<file path="config.mk">
export PLATFORM = sky130hd
export DESIGN_NAME = cmem_dbuf
export DESIGN_NICKNAME = d
export VERILOG_FILES = /design/src/rtl/cmem_dbuf.sv
export SDC_FILE = /design/constraint.sdc
export NUM_CORES = 2
export LEC_CHECK = 0
export ABC_AREA = 1
export ABC_CLOCK_PERIOD_IN_PS = 2800
export BUFFER_PORTS_ARGS = -buffer_cell sky130_fd_sc_hd__buf_2
export CAP_MARGIN = 10
export CELL_PAD_IN_SITES_DETAIL_PLACEMENT = 1
export CELL_PAD_IN_SITES_GLOBAL_PLACEMENT = 1
export CORE_MARGIN = 3
export CORE_UTILIZATION = 31
export CTS_CLUSTER_DIAMETER = 30
export DETAILED_ROUTE_END_ITERATION = 16
export PLACE_DENSITY = 0.54
export RECOVER_POWER = 100
export SYNTH_ARGS = -nofsm -noshare
export SYNTH_HDL_FRONTEND = slang
export SYNTH_SLANG_ARGS = --single-unit
</file>
<file path="constraint.sdc">
create_clock -name clk2 -period 2.8 [get_ports clk2]
set_input_delay 0.56 -clock clk2 [delete_from_list [all_inputs] [get_ports clk2]]
set_output_delay 0.56 -clock clk2 [all_outputs]
set_load 0.005 [all_outputs]
</file>
<file path="src/rtl/cmem_dbuf.sv">
// Double-buffered coefficient memory: loads fill the shadow bank, reads use the active bank.
// Optional CMEM_PARITY_EN adds a per-word even-parity bit and a perr output.
module cmem_dbuf #(
  parameter int WIDTH  = 16,
  parameter int DEPTH  = 64,
  parameter int NCH    = 2,
  parameter int ADDR_W = 6,
  parameter int CH_W   = 1
) (
  input  logic                     clk2,
  input  logic                     rst,
  input  logic                     cload,
  input  logic [CH_W-1:0]          cch,
  input  logic [ADDR_W-1:0]        caddr,
  input  logic signed [WIDTH-1:0]  cin,
  output logic                     lerr,
  input  logic                     swap_req,
  output logic                     swap_done,
  output logic                     abank,
  input  logic                     ren,
  input  logic [CH_W-1:0]          rch,
  input  logic [ADDR_W-1:0]        raddr,
  output logic signed [WIDTH-1:0]  cout,
`ifdef CMEM_PARITY_EN
  output logic                     perr,
`endif
  output logic                     cvalid
);

  localparam int NWORDS = 2 * NCH * DEPTH;
  localparam int IDX_W  = $clog2(NWORDS);
`ifdef CMEM_PARITY_EN
  localparam int MW = WIDTH + 1;
`else
  localparam int MW = WIDTH;
`endif

  typedef enum logic {StIdle, StPend} state_e;

  state_e          state_q, state_d;
  logic            commit;
  logic            load_ok, rd_ok;
  logic [MW-1:0]   wdata, rd_word;
  logic [MW-1:0]   mem [NWORDS];

  // Flat word index: banks outermost, then channels, then addresses.
  function automatic logic [IDX_W-1:0] widx(input logic bank, input logic [CH_W-1:0] ch,
                                            input logic [ADDR_W-1:0] addr);
    return IDX_W'((32'(bank) * NCH + 32'(ch)) * DEPTH + 32'(addr));
  endfunction

  // The extra leading zero keeps the range compares meaningful for any parameter set.
  assign load_ok = cload && ({1'b0, cch} < (CH_W + 1)'(NCH))
                 && ({1'b0, caddr} < (ADDR_W + 1)'(DEPTH)) && (state_q == StIdle);
  assign rd_ok   = ({1'b0, rch} < (CH_W + 1)'(NCH)) && ({1'b0, raddr} < (ADDR_W + 1)'(DEPTH));

`ifdef CMEM_PARITY_EN
  assign wdata = {^cin, cin};
`else
  assign wdata = cin;
`endif

  assign rd_word = mem[widx(abank, rch, raddr)];

  // Bank flips only on an idle read cycle so a burst never straddles two banks.
  always_comb begin
    state_d = state_q;
    commit  = 1'b0;
    unique case (state_q)
      StIdle: if (swap_req) state_d = StPend;
      StPend: begin
        if (!ren) begin
          commit  = 1'b1;
          state_d = StIdle;
        end
      end
    endcase
  end

  always_ff @(posedge clk2) begin
    if (rst) begin
      state_q   <= StIdle;
      abank     <= 1'b0;
      swap_done <= 1'b0;
      lerr      <= 1'b0;
      cout      <= '0;
      cvalid    <= 1'b0;
`ifdef CMEM_PARITY_EN
      perr      <= 1'b0;
`endif
    end else begin
      state_q   <= state_d;
      abank     <= abank ^ commit;
      swap_done <= commit;
      lerr      <= cload && !load_ok;
      cvalid    <= ren;
      if (ren) cout <= rd_ok ? rd_word[WIDTH-1:0] : '0;
`ifdef CMEM_PARITY_EN
      perr      <= ren && rd_ok && (^rd_word);
`endif
    end
  end

  // Storage has no reset; contents survive rst.
  always_ff @(posedge clk2) begin
    if (load_ok && !rst) mem[widx(!abank, cch, caddr)] <= wdata;
  end

endmodule

</file>
### Yosys cells after proc, flatten, opt, wreduce, memory -nomap -nowiden

Memories as Yosys holds them, arrays and structs flattened. A register that Yosys moved wholly into a read port is not among the register bits.
Index checks and enable logic that the tools add are counted.

* latch bits: 0
* memory bits (read-only): 0
* memories kept: 1
* bits of input ports: 35
* bits in registers: 5
* bits in writable memories: 4096

Memory list
* mem: depth 256, bits a word 16, read ports 1, clocked after memory_dff 1, write ports 1, RTL line 44 `logic [MW-1:0] mem [NWORDS];`

* bitwise logic cells: 2
* div/mod/pow operators: 0
* order comparisons: 0
* reduce and logical (&&, ||, !) cells: 6
* shift-type cells: 0
* muxes and demuxes: 7
* equality and inequality tests: 0
* multipliers: 0
* $add $sub $neg: 4

Operator list (number)
* adder 8 x 6 -> 8 bit: 2
* 2-to-1 mux 1 bit: 6
* adder 2 x 1 -> 2 bit: 2
* logical AND 1 bit: 3
* zero test 1 bit: 3
* one-hot mux 1 bit (2 select lines): 1
* inverter 1 bit: 1
* bitwise XOR 1 bit: 1

### Longest topological paths before layout

* depth in word-level cells: 5
* depth in mapped cells: 17

### Least setup slack after synthesis

OpenSTA, ideal clock, no wires.

* path kind: input port to flip-flop
* start: input port rst
* end: memory mem[111][0] in the netlist's numbering, enable pin
* slack: 0.080 ns
* path buffers: 2
* required time: 2.412 ns
* stages: 5
* data arrival time: 2.331 ns
* path through: nor3_2 > clkbuf_1 > nand2_1 > clkbuf_1 > nor2_1

* longest elaborated chain between the ends: 4

Ends and longest elaborated chain
* from (decl): RTL line 11 `input logic rst,`
* zero test 1 bit: RTL line 106 `if (load_ok && !rst) mem[widx(!abank, cch, caddr)] <= wdata;`
* logical AND 1 bit: RTL line 106
* 2-to-1 mux 1 bit: RTL line 106
* 2-to-1 mux 1 bit (not written as such): RTL line 106
* to (decl): RTL line 44

Every way passes these cells.

### Final worst setup path

* start: input port cin[15]
* end: memory mem[180][15] in the netlist's numbering (data pin)

RTL lines
* from (decl): RTL line 15 `input logic signed [WIDTH-1:0] cin,`

Straight into the memory's write port.

==> impl_metrics.yaml <==
status:
  status: "complete, but fails checks"
  violations: "max-capacitance violations, max-slew violations, negative setup slack"
floorplanning:
  io_pins: 55
  start_util: 0.311
  die_h_microns: 738
  die_w_microns: 738
  placementRows: 268
  coreArea_sq_um: 533000
  die-area_sq_um: 544000
power:
  cellPowerDensity_nw_per_um2: 876
  p_leak_nw: 78.6
  vdd_drop_max_v: 0.000659
routing:
  routed_via_density: 5.14
  ant_nets: 0
  drt-initial-drc-count: 10600
  totalWireLength_microns: 615000
  drcViolationCount: 0
  routedWlPerCell_microns: 26.7
  num_vias: 118000
  firstDrtPassIters: 5
clocking:
  root_buffer: "clkbuf_16"
  cts_sinks: 4117
  cts_tree: "built"
  cts_max_level: 6
  cts.clk_slew.worst_paths_ns: 0.05
  clockBufferDepth: 4
  cts_made_buffers: 956
  clk_latency_ns: 1.14
  post-cts-setup-buffer-count: 0
timing:
  setup_slack_ns: -0.0346
  min_period_over_period: 1.01
  grt_setup_unrepaired: "false"
  hold_violations: 0
  slew_headroom: -0.707
  clock_skew_ns: 0.0899
  setup_viol: 23
  worst_pin_slew_ns: 2.56
  max_freq_mhz: 353
  drv_slew: 551
  fin_crit_ns: 2.83
cells_and_area:
  area_growth_syn_to_layout_pct: 30.5
  final_nets: 15100
  mostFrequentLayoutCell: "nand2_1"
  layout-drive-gt1-share: 0.176
  fin_cells: 23000
  final_cell_mix: "4195 x nand2_1, 4096 x edfxtp_1, 4051 x nand3_1"
logic_synthesis:
  synth_fp_nets: 13700
  synth-seq-area-share: 0.743
  synth_fa_ha_area_frac: 0
  ys_seq_elements: 4117
  synth_simple_gate_area_frac: 0.225
  yosysWarningCount: 0
  synth_top_family_by_area: "simple AND/OR/NAND/NOR gates"
  syn_avg_cell_area_sq_um: 12.1
  ys_types: 19
  netlist_area_sq_um: 166000
  synth_compound_area_frac: 0.0000301
  synth_xor_area_frac: 0
  synth_mux_area_frac: 0
  synthCells: 13700
placement:
  io_buffers: 54
  globalplace.congestion: 0.821
  hpwl_microns: 384000
  placedCellCount: 21100
  post-place-ws_ns: -0.821
critical_path:
  cpMostUsedCell: "clkbuf_2"
  critPathMaxStageDelay_ns: 1.49
  path_cells: "dlygate4sd3_1 -> clkbuf_2 -> clkbuf_2"
  path_class: "input port to flip-flop"
  crit_arrival_ns: 3.68
  slowest_stage: "clkbuf_2"
  cp_data_required_time_ns: 3.65
  worstSetupStartpointType: "input port"
  critPathCaptureType: "flip-flop"
  cp_max_fo: 46
global_route:
  grt_pass1_vias: 122000
  track_usage: 0.221
  grt_pass1_wl_microns: 883000
  grt_max_degree: 100
  antenna_found_initial: 43
  grt-ovfl-total: 0
worst_hold_path:
  min_path_type: "input port to flip-flop"
job:
  drv_cap: 13
-- cell families after synthesis --
logic type	count (synthesis)
compound gates	1
buf+inv	1001
flops	4117
simple gates	8586
-- per-layer routing --
metal,routed length (microns),track usage,share of wire
met5,27,0,0.000044
met4,16500,0.0600,0.027
met3,35400,0.0329,0.058
met2,288000,0.359,0.47
met1,275000,0.309,0.45
-- state kept, by name (all words and copies together) (netlist names) --
name       cells
lerr           1
cvalid         1
state_q        1
swap_done      1
mem         4096
abank          1
cout          16
-- report_power, final --
part	switching, mW	internal (mW)	total [mW]
clock network	36.4	75.3	112
logic	7.01	2.82	9.83
registers	0.112	68.1	68.2
total	43.6	146	190
-- synth_stat cells (all sizes together) --
library cell	count	area, sq um
edfxtp	4096	123000
nor3	2	15.0
dfxtp	21	420
nand3	4051	20300
or2	1	6.26
clkinv	1	3.75
nor2	321	1200
o21ai	1	5.00
buf	783	4480
inv	58	223
clkbuf	159	597
nand2	4211	15800
-- cell type report --
type / instances / area [sq um]
fillers: 55900 / 317000
flip-flops and latches: 4117 / 123000
multi-input cells: 8587 / 37400
clock buffers: 1086 / 24600
repair buffers: 1386 / 13800
well taps: 7020 / 8780
clock inverters: 710 / 8260
inverters: 59 / 275
diodes: 36 / 90.1
-- worst max-delay path: cells and delay by family --
kind	cells	cell delay, ns
buffers and inverters	3	2.84
-- path summary, 6_finish.rpt --
check                                              end  slack, ns                from  depth (start not counted)
worst max-delay path            mem[180][15]$_DFFE_PP_      -0.03             cin[15]                          3
worst min-delay path                state_q$_SDFF_PP0_       0.21            swap_req                          4
worst max register to register   mem[123][4]$_DFFE_PP_       0.05    abank$_SDFF_PP0_                          7
worst min register to register      state_q$_SDFF_PP0_       0.53  state_q$_SDFF_PP0_                          2
-- stage by stage --
step           hold slack [ns]  TNS (ns)  total power, mW   util  cell area (sq um)
3_3_place_gp             0.509     -9.35             79.1  0.350             187000
3_5_place_dp             0.519     -9.35             79.1  0.350             187000
4_1_cts                  0.113         0              191  0.412             220000
2_1_floorplan            0.461         0             73.3      -             166000
5_1_grt                  0.162         0              195  0.406             217000
6_report                 0.213    -0.604              190  0.406             217000
-- what timing repair did --
action	CTS	global route
setup endpoints to repair	2	0
hold buffers	22	0
endpoints found under the hold margin	460	0
resized for setup	3	0
Note: power is estimated with default switching activity, not from simulation.
